[src/rtl/dmem_arb_pkg.sv]
`default_nettype none
// ============================================================================
// Module   : dmem_arb_pkg
// Brief    : Shared types and width defaults for the Data_Memory arbiter.
// Revision : 1.0 - initial release
// ============================================================================
package dmem_arb_pkg;

    localparam int DEFAULT_DATA_W = 256;
    localparam int DEFAULT_ADDR_W = 32;

    typedef logic port_idx_t;

    typedef enum logic [1:0] {
        IDLE = 2'd0,
        BUSY = 2'd1,
        DONE = 2'd2
    } state_t;

endpackage
`default_nettype wire

[src/rtl/dmem_arb_pick.sv]
`default_nettype none
// ============================================================================
// Module   : dmem_arb_pick
// Brief    : Combinational winner select; ARB_ROUND_ROBIN_EN picks round-robin
//            tie-breaking, otherwise port 0 always wins ties.
// Revision : 1.0 - initial release
// ============================================================================
module dmem_arb_pick
    import dmem_arb_pkg::*;
(
    input  logic      i_req0,
    input  logic      i_req1,
    input  port_idx_t i_prio,
    output logic      o_any,
    output port_idx_t o_winner
);

    assign o_any = i_req0 | i_req1;

`ifdef ARB_ROUND_ROBIN_EN
    // i_prio names the port that was not granted last
    always_comb begin
        o_winner = 1'b0;
        if (i_req0 && i_req1) begin
            o_winner = i_prio;
        end else if (i_req1) begin
            o_winner = 1'b1;
        end
    end
`else
    logic w_unused_prio;
    assign w_unused_prio = i_prio;
    assign o_winner      = !i_req0 && i_req1;
`endif

endmodule
`default_nettype wire

[src/rtl/dmem_arbiter.sv]
`default_nettype none
// ============================================================================
// Module   : dmem_arbiter
// Brief    : Shares one Data_Memory port between icache (port 0) and dcache
//            (port 1). Tie-break mode selected by ARB_ROUND_ROBIN_EN.
// Revision : 1.0 - initial release
// ============================================================================
module dmem_arbiter
    import dmem_arb_pkg::*;
#(
    parameter int DATA_W = DEFAULT_DATA_W,
    parameter int ADDR_W = DEFAULT_ADDR_W
) (
    input  logic              clk_i,
    input  logic              rst_i,
    input  logic              m0_enable_i,
    input  logic              m0_write_i,
    input  logic [ADDR_W-1:0] m0_addr_i,
    input  logic [DATA_W-1:0] m0_data_i,
    output logic              m0_ack_o,
    output logic [DATA_W-1:0] m0_data_o,
    input  logic              m1_enable_i,
    input  logic              m1_write_i,
    input  logic [ADDR_W-1:0] m1_addr_i,
    input  logic [DATA_W-1:0] m1_data_i,
    output logic              m1_ack_o,
    output logic [DATA_W-1:0] m1_data_o,
    output logic              mem_enable_o,
    output logic              mem_write_o,
    output logic [ADDR_W-1:0] mem_addr_o,
    output logic [DATA_W-1:0] mem_data_o,
    input  logic              mem_ack_i,
    input  logic [DATA_W-1:0] mem_data_i
);

    state_t            r_state;
    port_idx_t         r_owner;
    port_idx_t         r_prio;
    logic              r_enable;
    logic              r_write;
    logic [ADDR_W-1:0] r_addr;
    logic [DATA_W-1:0] r_data;

    logic              w_any;
    port_idx_t         w_winner;
    logic              w_busy_ack;

    dmem_arb_pick u_pick (
        .i_req0   (m0_enable_i),
        .i_req1   (m1_enable_i),
        .i_prio   (r_prio),
        .o_any    (w_any),
        .o_winner (w_winner)
    );

    always_ff @(posedge clk_i) begin
        if (rst_i) begin
            r_state  <= IDLE;
            r_owner  <= 1'b0;
            r_prio   <= 1'b0;
            r_enable <= 1'b0;
            r_write  <= 1'b0;
            r_addr   <= '0;
            r_data   <= '0;
        end else begin
            case (r_state)
                IDLE: begin
                    if (w_any) begin
                        r_state  <= BUSY;
                        r_enable <= 1'b1;
                        r_owner  <= w_winner;
                        r_prio   <= ~w_winner;
                        r_write  <= w_winner ? m1_write_i : m0_write_i;
                        r_addr   <= w_winner ? m1_addr_i  : m0_addr_i;
                        r_data   <= w_winner ? m1_data_i  : m0_data_i;
                    end
                end
                BUSY: begin
                    if (mem_ack_i) begin
                        r_state  <= DONE;
                        r_enable <= 1'b0;
                    end
                end
                DONE: begin
                    r_state <= IDLE;
                end
                default: begin
                    r_state  <= IDLE;
                    r_enable <= 1'b0;
                end
            endcase
        end
    end

    // Memory ack passes straight through, but only while a grant is live
    assign w_busy_ack   = (r_state == BUSY) && mem_ack_i;
    assign m0_ack_o     = w_busy_ack && (r_owner == 1'b0);
    assign m1_ack_o     = w_busy_ack && (r_owner == 1'b1);
    assign m0_data_o    = mem_data_i;
    assign m1_data_o    = mem_data_i;

    assign mem_enable_o = r_enable;
    assign mem_write_o  = r_write;
    assign mem_addr_o   = r_addr;
    assign mem_data_o   = r_data;

endmodule
`default_nettype wire

[config.mk]
export PLATFORM = sky130hd
export DESIGN_NAME = dmem_arbiter
export DESIGN_NICKNAME = d
export VERILOG_FILES = /design/src/rtl/dmem_arb_pkg.sv /design/src/rtl/dmem_arb_pick.sv /design/src/rtl/dmem_arbiter.sv
export SDC_FILE = /design/constraint.sdc
export NUM_CORES = 1
export LEC_CHECK = 0
export ABC_AREA = 1
export CELL_PAD_IN_SITES_DETAIL_PLACEMENT = 1
export CELL_PAD_IN_SITES_GLOBAL_PLACEMENT = 1
export CORE_AREA = 5 5 629 631
export CTS_CLUSTER_SIZE = 40
export DETAILED_ROUTE_END_ITERATION = 12
export DIE_AREA = 0 0 634 636
export MAX_ROUTING_LAYER = met4
export PLACE_DENSITY_LB_ADDON = 0.1
export SLEW_MARGIN = 30
export SYNTH_ARGS = -nofsm -noshare
export SYNTH_HDL_FRONTEND = slang
export SYNTH_SLANG_ARGS = --single-unit
[constraint.sdc]
create_clock -name clk_i -period 1.3 [get_ports clk_i]
set_input_delay 0.26 -clock clk_i [delete_from_list [all_inputs] [get_ports clk_i]]
set_output_delay 0.26 -clock clk_i [all_outputs]
set_load 0.03 [all_outputs]
==> results of run 1 <==
power by group through the flow:
stage	Clock [mW]	Combinational, mW	Sequential, mW
finish	16.3	20.5	11.4
global route	17.8	22.5	11.6
CTS	17.8	20.9	11.5
detailed placement	0	16.8	11.5
global placement	0	16.8	11.5
floorplan	0	6.98	12.6
through the flow:
stage,utilization,power (mW)
4_1_cts,0.113,50.3
3_3_place_gp,0.0951,28.3
5_1_grt,0.116,51.8
3_5_place_dp,0.0951,28.3
2_1_floorplan,-,19.6
6_report,0.116,48.3
tightest hold or removal path, stage by stage:
cell and delay (ns):
sky130_fd_sc_hd__buf_8 0.08, sky130_fd_sc_hd__buf_4 0.13, sky130_fd_sc_hd__nand2_1 0.06, sky130_fd_sc_hd__nand3_1 0.10
sky130_fd_sc_hd__nor2_2 0.05, sky130_fd_sc_hd__nor2_2 0.08
cell type report:
type,count,area (um2),share of cell area
antenna,11,27.5,0.000613
clock buffer,79,1600,0.0356
clock inverter,21,305,0.00680
inverter,583,2200,0.0489
multi-input combinational,2040,10400,0.232
sequential,293,6450,0.144
tap,5197,6500,0.145
timing repair buffer,1318,17400,0.388
path summary, 6_finish.rpt:
kind	endpoint	cells after the start	start
max	m1_ack_o	6	r_state[1]$_SDFFE_PP0P_
max reg2reg	mem_data_o[212]$_SDFFE_PP0P_	13	r_state[1]$_SDFFE_PP0P_
min reg2reg	mem_enable_o$_SDFFE_PP0P_	2	mem_enable_o$_SDFFE_PP0P_
min	mem_data_o[75]$_SDFFE_PP0P_	6	m0_enable_i
repair_timing:
item,4_1_cts,5_1_grt
setup buffers,114,32
endpoints found under the setup margin,584,584
gates cloned,44,4
gates resized for setup,940,409
pin swaps,119,176
flip-flops by register name, summed over array words and instances (netlist names):
signal and flops:
mem_write_o 1, mem_addr_o 32, r_owner 1, mem_data_o 256, r_state 2, mem_enable_o 1
synth_stat cells:
library cell	n
sky130_fd_sc_hd__a21oi_1	3
sky130_fd_sc_hd__buf_1	7
sky130_fd_sc_hd__buf_2	140
sky130_fd_sc_hd__buf_4	524
sky130_fd_sc_hd__clkbuf_1	32
sky130_fd_sc_hd__dfxtp_1	293
sky130_fd_sc_hd__inv_1	582
sky130_fd_sc_hd__inv_2	1
sky130_fd_sc_hd__nand2_1	872
sky130_fd_sc_hd__nand2_2	1
sky130_fd_sc_hd__nand3_1	290
sky130_fd_sc_hd__nand3b_1	1
sky130_fd_sc_hd__nor2_1	872
sky130_fd_sc_hd__o21ai_0	1
kinds of logic after synthesis:
kind of cell,count (synthesis),share of synthesized area
AO/OA/AOI/OAI,4,0.000959
buffers and inverters,1286,0.334
flip-flops,293,0.281
AND/OR/NAND/NOR,2036,0.384
per-layer routing:
layer	wire length (um)	track usage
met3	16400	0.0360
met5	0	-
met1	79500	0.109
met2	97800	0.167
met4	6180	0.0276
==> Implementation_results.wiki, run 1 <==
{| class="wikitable"
! Metric !! Value
|-
| Final non-filler cell total || 9,542
|-
| Synthesis-stage register bit count || 293
|-
| Avg Vias per Cell || 2.48
|-
| Die Footprint || 403,000 um2
|-
| Actual transition at the worst max-transition pin || 0.463 ns
|-
| Clock Sinks || 293
|-
| Category of the worst setup path launch point || flip-flop
|-
| Number of buffer and inverter instances along the worst setup path || 4
|-
| Largest voltage drop on the vdd net || 1190 uV
|-
| Routed wire per std cell || 20.9 um
|-
| Failing checks || setup timing
|-
| Fraction of layout instances using a drive strength above 1 || 0.368
|-
| Maximum buffer depth of the clock tree || 3
|-
| Net switching power || 17.8 mW
|-
| Switching part of the total power || 0.369
|-
| Latest clock arrival within the worst-skew pair || 0.73 ns
|-
| Design internal power || 30.5 mW
|-
| Sequential group share of total power || 0.237
|-
| Last weighted congestion value of the routability-driven placer || 0.703
|-
| IO Count || 1,643
|-
| Max-cap violation count || 0
|-
| Minimum hold slack || 0.105 ns
|-
| Total detailed-routing wirelength || 200,000 um
|-
| Instance area after placement || 37,000 um2
|-
| Status || finished, violations left
|-
| Total track usage || 0.0991
|-
| Post-Place Setup Slack || -1.11 ns
|-
| Cell count after placement || 9,289
|-
| Ys Warns || 0
|-
| Final Slew Violations || 0
|-
| Final worst-path cycle share || 1.48
|-
| Tmin final || 1.92 ns
|-
| Chip Width || 634 um
|-
| Number of filler instances in the final layout || 45,981
|-
| Total via count in the routed design || 23,660
|-
| Synth Net Count || 4,458
|-
| RSZ-0062 raised after global routing || true
|-
| Cell type contributing the most total cell area after synthesis || sky130_fd_sc_hd__dfxtp_1
|-
| Starting density of the core || 0.0537
|-
| Area of the mapped netlist || 20,900 um2
|-
| Final HPWL from detailed placement || 158,000 um
|-
| Port Buffer Count || 874
|-
| Highest-count cells in the layout ignoring fill and taps || sky130_fd_sc_hd__nor2_1 (720), sky130_fd_sc_hd__nand2_1 (637), sky130_fd_sc_hd__clkdlybuf4s50_1 (581), sky130_fd_sc_hd__inv_1 (580), sky130_fd_sc_hd__buf_12 (364)
|-
| Global-route wire length before repair || 261,000 um
|-
| Critical path arrival || 1.66 ns
|-
| Number of nets with antenna violations after routing || 0
|-
| Initial antenna violation count || 35
|-
| Row count || 229
|-
| Startpoint-to-endpoint class of the critical path || flip-flop to output port
|-
| Class of the tightest hold or removal check || input port to flip-flop
|-
| Clk pin slew, worst setup/hold paths || 0.06 ns
|-
| Cell variety after synth || 14
|-
| Worst clock skew on the final layout || 0.0411 ns
|-
| F_max || 520 MHz
|-
| Part of the total power dissipated in the clock network || 0.337
|-
| Worst path slowest cell || sky130_fd_sc_hd__dfxtp_2
|-
| Post-synthesis sequential area ratio || 0.281
|-
| PwrDens || 1070 nW/um2
|-
| Violation count after the first detailed-route iteration || 516
|-
| Most common cell after layout, fill and taps aside || sky130_fd_sc_hd__nor2_1
|-
| Non-Filler Cell Area, Final || 44,900 um2
|-
| Htree depth || 2
|-
| P&R area growth vs syn || 115%
|-
| Master cell of the clock root buffer || sky130_fd_sc_hd__clkbuf_16
|-
| Final-layout setup total negative slack || -189.18 ns
|-
| Hold violation count in the final report || 0
|-
| Series of cell instances along the critical path || buf_6 > inv_4 > nand3_4 > buf_8 > nor2_4 > buf_12
|-
| DRC || 0
|-
| Required time worst endpoint || 1.04 ns
|-
| Number of global-route vias before repair || 26,351
|-
| Layout Nets || 5,130
|-
| Crit path max-delay family || buffers and inverters
|-
| Standby leakage power || 19.3 nW
|-
| Slack of the worst reg-to-reg path || -0.61 ns
|-
| First drt pass iteration count || 4
|-
| Delay of the slowest cell on the worst path || 0.32 ns
|-
| Critical Path Sink Type || output port
|-
| Post-Syn Area per Cell || 5.77 um2
|-
| Post-synth top area share || 0.281
|-
| Overall overflow remaining after global route || 0
|-
| Y dimension of the die || 636 um
|-
| Combinational share of power || 0.426
|-
| Area contributors post-synth || sky130_fd_sc_hd__dfxtp_1 (28%), sky130_fd_sc_hd__buf_4 (19%), sky130_fd_sc_hd__nand2_1 (16%)
|-
| Number of cells produced by synthesis || 3,619
|-
| Top fanout value on the critical path || 3
|-
| Worst-case headroom to the max-slew limit || 0.691
|-
| Worst Setup Slack, final || -0.621 ns
|-
| Final-report setup violation count || 584
|-
| Clock tree from TritonCTS || yes
|-
| Pin count of the biggest net entering global routing || 40
|-
| Total of hold buffers inserted after clock tree synthesis || 0
|-
| Std-Cell Core Area || 389,000 um2
|-
| Number of buffers created by CTS || 55
|}
(Power assumes the default switching activity.)
==> inputs of run 2 (changes only) <==
CORE_AREA = 8 8 632 634   (was 5 5 629 631)
DIE_AREA = 0 0 640 642   (was 0 0 634 636)
==> run 2 against run 1 <==
Highest routed layer unchanged; first-iteration DRC count increased by 2.7%; non-clock buffer count increased by 25; register-to-register slack improved by 0.10 ns; hold slack improved by 0.099 ns; largest cell class unchanged; clock power is 6% lower; combinational power grew 3%; cell count is 0.73% higher; sequential power is essentially flat; the flow still finishes with violations (setup timing); critical endpoint is now mem_data_o[217]$_SDFFE_PP0P_; largest power group unchanged; cell area grew 3.4%; die area is 1.9% higher; worst setup slack gained 0.11 ns; global-route usage is 0.54 points lower.
==> Implementation_results.wiki, run 2 (same netlist as run 1, synthesis figures left out) <==
{| class="wikitable"
! Metric !! Value
|-
| Pin count of the biggest net entering global routing || 51 (+28%)
|-
| Actual transition at the worst max-transition pin || 0.483 ns (+0.0205 ns)
|-
| P&R area growth vs syn || 123%
|-
| Startpoint-to-endpoint class of the critical path || flip-flop to flip-flop
|-
| Clk pin slew, worst setup/hold paths || 0.06 ns (about the same)
|-
| First drt pass iteration count || 4 (unchanged)
|-
| Final worst-path cycle share || 1.39 (-0.0862)
|-
| Fraction of layout instances using a drive strength above 1 || 0.396 (+0.0276)
|-
| Worst Setup Slack, final || -0.509 ns (+0.112 ns)
|-
| Tmin final || 1.81 ns (-0.112 ns)
|-
| Total track usage || 0.0937 (-0.00535)
|-
| Final HPWL from detailed placement || 155,000 um (-1.8%)
|-
| Final-report setup violation count || 584 (unchanged)
|-
| Required time worst endpoint || 1.88 ns (+0.84 ns)
|-
| Largest voltage drop on the vdd net || 859 uV (-28%)
|-
| Global-route wire length before repair || 253,000 um (-2.9%)
|-
| Minimum hold slack || 0.205 ns (+0.0994 ns)
|-
| Initial antenna violation count || 52 (+49%)
|-
| Category of the worst setup path launch point || flip-flop
|-
| Hold violation count in the final report || 0 (unchanged)
|-
| Number of buffers created by CTS || 56 (+1.8%)
|-
| F_max || 553 MHz (+6.2%)
|-
| Post-Place Setup Slack || -1.07 ns (+0.0414 ns)
|-
| Class of the tightest hold or removal check || input port to flip-flop
|-
| Number of flip-flops under the largest register name || 256 (unchanged)
|-
| Number of nets with antenna violations after routing || 0 (unchanged)
|-
| Power consumption || 47.9 mW (-0.90%)
|-
| Last weighted congestion value of the routability-driven placer || 0.687 (-2.3%)
|-
| PwrDens || 1030 nW/um2 (-4.1%)
|-
| Avg Vias per Cell || 2.47 (-0.51%)
|-
| Layout Nets || 5,156 (+0.51%)
|-
| Instance area after placement || 36,800 um2 (-0.32%)
|-
| Worst clock skew on the final layout || 0.0292 ns (-0.0119 ns)
|-
| Area occupied by registers || 6510 um2 (+0.99%)
|-
| Master cell of the clock root buffer || sky130_fd_sc_hd__clkbuf_16
|-
| Clock tree from TritonCTS || yes
|-
| Overall overflow remaining after global route || 0 (unchanged)
|-
| Number of filler instances in the final layout || 46,005 (+0.052%)
|-
| IO Count || 1,643 (unchanged)
|-
| Total via count in the routed design || 23,712 (+0.22%)
|-
| Std-Cell Core Area || 390,000 um2 (+0.36%)
|-
| Starting density of the core || 0.0535 (-0.000194)
|-
| Non-Filler Cell Area, Final || 46,400 um2 (+3.4%)
|-
| Failing checks || setup timing
|-
| Critical path arrival || 2.39 ns (+0.73 ns)
|-
| Final Slew Violations || 0 (unchanged)
|-
| Standby leakage power || 19.6 nW (+1.9%)
|-
| Total of hold buffers inserted after clock tree synthesis || 0 (unchanged)
|-
| Clock Sinks || 293 (unchanged)
|-
| Most common cell after layout, fill and taps aside || sky130_fd_sc_hd__nand2_1
|-
| Violation count after the first detailed-route iteration || 530 (+2.7%)
|-
| Highest-count cells in the layout ignoring fill and taps || sky130_fd_sc_hd__nand2_1 (767), sky130_fd_sc_hd__nor2_1 (606), sky130_fd_sc_hd__clkdlybuf4s50_1 (581), sky130_fd_sc_hd__inv_1 (580), sky130_fd_sc_hd__buf_12 (353)
|-
| RSZ-0062 raised after global routing || true
|-
| Maximum buffer depth of the clock tree || 3 (unchanged)
|-
| Max-cap violation count || 0 (unchanged)
|-
| DRC || 0 (unchanged)
|-
| Slack of the worst reg-to-reg path || -0.51 ns (+0.10 ns)
|-
| Latest clock arrival within the worst-skew pair || 0.71 ns (-0.02 ns)
|-
| Die Footprint || 411,000 um2 (+1.9%)
|-
| Y dimension of the die || 642 um (+0.94%)
|-
| Port Buffer Count || 874 (unchanged)
|-
| Total detailed-routing wirelength || 194,000 um (-3.0%)
|-
| Status || finished, violations left
|-
| Worst-case headroom to the max-slew limit || 0.677 (-0.0148)
|-
| Chip Width || 640 um (+0.95%)
|-
| Multi-input combinational cell area || 11,800 um2 (+13%)
|-
| Routed wire per std cell || 20.2 um (-3.7%)
|-
| Critical Path Sink Type || flip-flop
|-
| Htree depth || 2 (unchanged)
|-
| Number of global-route vias before repair || 26,275 (-0.29%)
|-
| Top fanout value on the critical path || 6 (+3)
|-
| Row count || 230 (+0.44%)
|}
==> run 2: final cells by class <==
type	count	share of cell area
tap	5220	0.141
clock buffer	80	0.0341
multi-input combinational	2040	0.254
clock inverter	16	0.00442
inverter	583	0.0473
timing repair buffer	1343	0.377
antenna	37	0.00199
sequential	293	0.140
==> run 2: path summary, 6_finish.rpt <==
| check | startpoint | to | cells past startpoint |
|---|---|---|---|
| max | r_state[1]$_SDFFE_PP0P_ | mem_data_o[217]$_SDFFE_PP0P_ | 11 |
| min reg2reg | mem_enable_o$_SDFFE_PP0P_ | mem_enable_o$_SDFFE_PP0P_ | 2 |
| min | m0_enable_i | mem_enable_o$_SDFFE_PP0P_ | 6 |
| max reg2reg | r_state[1]$_SDFFE_PP0P_ | mem_data_o[217]$_SDFFE_PP0P_ | 11 |
==> run 2: critical path, stage by stage (launching register included) <==
cell and delay [ns]:
sky130_fd_sc_hd__dfxtp_2 0.31, sky130_fd_sc_hd__buf_4 0.13, sky130_fd_sc_hd__nor2_4 0.16, sky130_fd_sc_hd__buf_8 0.14, sky130_fd_sc_hd__buf_12 0.13, sky130_fd_sc_hd__buf_12 0.12, sky130_fd_sc_hd__buf_16 0.13, sky130_fd_sc_hd__buf_12 0.14
sky130_fd_sc_hd__nand3_2 0.07, sky130_fd_sc_hd__nor2_1 0.12, sky130_fd_sc_hd__buf_4 0.18, sky130_fd_sc_hd__nor2_1 0.05
==> run 2: metrics by stage <==
stage,TNS (ns),utilization,cells
after global routing,-196.26,0.119,9603
after global placement,-239.53,0.0945,9309
final,-138.92,0.119,9612
after floorplan,0,-,3619
after detailed placement,-234.77,0.0945,9309
after CTS,-204.77,0.113,9541
==> run 2: where the power goes <==
group	internal (mW)	leakage (nW)	total, mW	switching (mW)
Sequential	10.2	2.56	11.4	1.23
Clock	9.12	0.876	15.3	6.20
Combinational	10.7	16.2	21.1	10.3
Total	30.1	19.6	47.9	17.8
==> run 2: routing by layer <==
metal  vias up  routed length, um  GRT usage
li1      11466                  -          -
met5         -                  0          -
met3       337              14300     0.0296
met4         0               6130     0.0271
met1     11124              76700      0.103
met2       785              96900      0.162
==> run 2: timing repair <==
| action | 4_1_cts | 5_1_grt |
|---|---|---|
| pin swaps | 251 | 317 |
| endpoints found under the hold margin | 0 | 0 |
| cloned | 36 | 2 |
| gates resized for setup | 1064 | 547 |
| setup buffers | 119 | 69 |
| endpoints found under the setup margin | 583 | 584 |
==> inputs of run 3 (changes only) <==
MAX_ROUTING_LAYER = unset   (was met4)
SKIP_CTS_REPAIR_TIMING = 1   (was unset)
==> run 3 against run 2 <==
The flow still finishes with violations (setup timing); total power is 4.3% lower; critical path depth is 6 lower; sequential share of layout area is 1.1 points higher; non-clock buffer count is 61 lower; first-iteration DRC count is 5.5% higher; routed wire length is 0.60% lower; combinational power is 9.5% lower; largest power group unchanged.
==> Implementation_results.wiki, run 3 (same netlist as run 1, synthesis figures left out) <==
{| class="wikitable"
! Metric !! Value
|-
| Status || finished, violations left
|-
| Failing checks || setup timing
|-
| Latest clock arrival within the worst-skew pair || 0.71 ns (about the same)
|-
| IO Count || 1,643 (unchanged)
|-
| Design internal power || 28.8 mW (-4.2%)
|-
| Global-route wire length before repair || 240,000 um (-5.5%)
|-
| Total via count in the routed design || 23,296 (-1.8%)
|-
| Htree depth || 2 (unchanged)
|-
| Y dimension of the die || 642 um (unchanged)
|-
| Post-route core utilization || 0.110 (-0.00879)
|-
| Worst R2R Start || r_state[1]$_SDFFE_PP0P_
|-
| Final Slew Violations || 0 (unchanged)
|-
| Minimum hold slack || 0.198 ns (-0.00691 ns)
|-
| P&R area growth vs syn || 106%
|-
| Actual transition at the worst max-transition pin || 0.445 ns (-0.0385 ns)
|-
| Power consumption || 45.8 mW (-4.3%)
|-
| Category of the worst setup path launch point || flip-flop
|-
| Startpoint-to-endpoint class of the critical path || flip-flop to output port
|-
| Start point of the critical path || r_state[1]$_SDFFE_PP0P_
|-
| Worst clock skew on the final layout || 0.0298 ns (+0.000644 ns)
|-
| Layout Nets || 5,095 (-1.2%)
|-
| Row count || 230 (unchanged)
|-
| Fraction of layout instances using a drive strength above 1 || 0.333 (-0.0635)
|-
| Largest voltage drop on the vdd net || 852 uV (-0.89%)
|-
| Pin count of the biggest net entering global routing || 51 (unchanged)
|-
| Switching part of the total power || 0.372 (about the same)
|-
| Critical path arrival || 1.57 ns (-0.82 ns)
|-
| Multi-input combinational cell area || 9560 um2 (-19%)
|-
| Required time worst endpoint || 1.04 ns (-0.84 ns)
|-
| Clk pin slew, worst setup/hold paths || 0.06 ns (about the same)
|-
| Sequential group share of total power || 0.250 (+0.011)
|-
| Clock Sinks || 293 (unchanged)
|-
| Die Footprint || 411,000 um2 (unchanged)
|-
| Violation count after the first detailed-route iteration || 559 (+5.5%)
|-
| Std-Cell Core Area || 390,000 um2 (unchanged)
|-
| Final-report setup violation count || 584 (unchanged)
|-
| Max-cap violation count || 0 (unchanged)
|-
| Hold violation count in the final report || 0 (unchanged)
|-
| Total track usage || 0.0857 (-0.00801)
|-
| Master cell of the clock root buffer || sky130_fd_sc_hd__clkbuf_16
|-
| Routed wire per std cell || 20.2 um (+0.17%)
|-
| Part of the total power dissipated in the clock network || 0.334 (+0.014)
|-
| Class of the tightest hold or removal check || input port to flip-flop
|-
| DRC || 0 (unchanged)
|-
| Clock tree from TritonCTS || yes
|-
| Top fanout value on the critical path || 3 (-3)
|-
| Slack of the worst reg-to-reg path || -0.43 ns (+0.08 ns)
|-
| Number of filler instances in the final layout || 46,295 (+0.63%)
|-
| Last weighted congestion value of the routability-driven placer || 0.681 (-0.92%)
|-
| Total detailed-routing wirelength || 193,000 um (-0.60%)
|-
| Standby leakage power || 18.6 nW (-5.2%)
|-
| Net switching power || 17.0 mW (-4.3%)
|-
| Final HPWL from detailed placement || 155,000 um (unchanged)
|-
| Critical Path Sink Type || output port
|-
| Starting density of the core || 0.0535 (unchanged)
|-
| Worst Setup Slack, final || -0.526 ns (-0.0170 ns)
|-
| Start point of the worst hold path || m0_enable_i
|-
| Final non-filler cell total || 9,538 (-0.77%)
|-
| Final-layout setup total negative slack || -127.98 ns (+10.93 ns)
|-
| Highest-count cells in the layout ignoring fill and taps || sky130_fd_sc_hd__nor2_1 (787), sky130_fd_sc_hd__nand2_1 (620), sky130_fd_sc_hd__clkdlybuf4s50_1 (581), sky130_fd_sc_hd__inv_1 (580), sky130_fd_sc_hd__buf_12 (322)
|-
| First drt pass iteration count || 4 (unchanged)
|-
| Number of flip-flops under the largest register name || 256 (unchanged)
|-
| Combinational share of power || 0.416 (-0.025)
|-
| Port Buffer Count || 874 (unchanged)
|-
| Number of nets with antenna violations after routing || 0 (unchanged)
|-
| Avg Vias per Cell || 2.44 (-0.99%)
|-
| Number of global-route vias before repair || 25,090 (-4.5%)
|-
| Instance area after placement || 36,800 um2 (unchanged)
|-
| Tmin final || 1.83 ns (+0.0170 ns)
|-
| Final worst-path cycle share || 1.40 (+0.0131)
|-
| Chip Width || 640 um (unchanged)
|-
| Number of buffers created by CTS || 56 (unchanged)
|-
| Most common cell after layout, fill and taps aside || sky130_fd_sc_hd__nor2_1
|-
| Maximum buffer depth of the clock tree || 3 (unchanged)
|-
| Worst-case headroom to the max-slew limit || 0.702 (+0.0258)
|-
| F_max || 548 MHz (-0.93%)
|-
| Non-Filler Cell Area, Final || 43,000 um2 (-7.4%)
|-
| Cell count after placement || 9,309 (unchanged)
|-
| Post-Place Setup Slack || -1.07 ns (unchanged)
|-
| Initial antenna violation count || 55 (+5.8%)
|-
| PwrDens || 1070 nW/um2 (+3.4%)
|-
| RSZ-0062 raised after global routing || true
|-
| Overall overflow remaining after global route || 0 (unchanged)
|-
| Area occupied by registers || 6500 um2 (-0.15%)
|}
[run 3: cell types whose count changed in the layout (fill, tap and decap cells not counted), sizes merged]
cell	delta
diode	-13
buf	-90
clkbuf	+29
[run 3: path summary, 6_finish.rpt]
check / endpoint / cells after the start
worst min register to register: mem_enable_o$_SDFFE_PP0P_ / 2
worst max-delay path: m1_ack_o / 5
worst min-delay path: mem_enable_o$_SDFFE_PP0P_ / 6
worst max register to register: mem_data_o[209]$_SDFFE_PP0P_ / 8
[run 3: area by class of cell]
cell class	instances	share of cell area
clock inverter	16	0.00477
multi-input combinational	2040	0.222
tap	5220	0.152
clock buffer	80	0.0368
inverter	583	0.0511
antenna	24	0.00140
timing repair buffer	1282	0.380
sequential	293	0.151
[run 3: worst max-delay path: stages (launching register included)]
cell and delay (ns):
sky130_fd_sc_hd__dfxtp_2 0.33, sky130_fd_sc_hd__buf_6 0.12, sky130_fd_sc_hd__inv_4 0.05, sky130_fd_sc_hd__nand3_4 0.09
sky130_fd_sc_hd__nor2_4 0.14, sky130_fd_sc_hd__buf_12 0.14
[run 3: power groups by stage]
stage / clock network [mW] / registers, mW / logic, mW
after floorplan: 0 / 12.6 / 6.98
after global routing: 16.8 / 11.6 / 20.9
final: 15.3 / 11.4 / 19.1
after global placement: 0 / 11.5 / 16.8
after CTS: 16.7 / 11.3 / 16.8
after detailed placement: 0 / 11.5 / 16.8
[run 3: layer usage]
layer | vias to the layer above | GRT usage | wire length (um)
li1 | 11282 | - | -
met1 | 10835 | 0.0943 | 76100
met2 | 779 | 0.153 | 96000
met3 | 364 | 0.0313 | 14500
met4 | 36 | 0.0256 | 5660
met5 | - | 0.00538 | 492
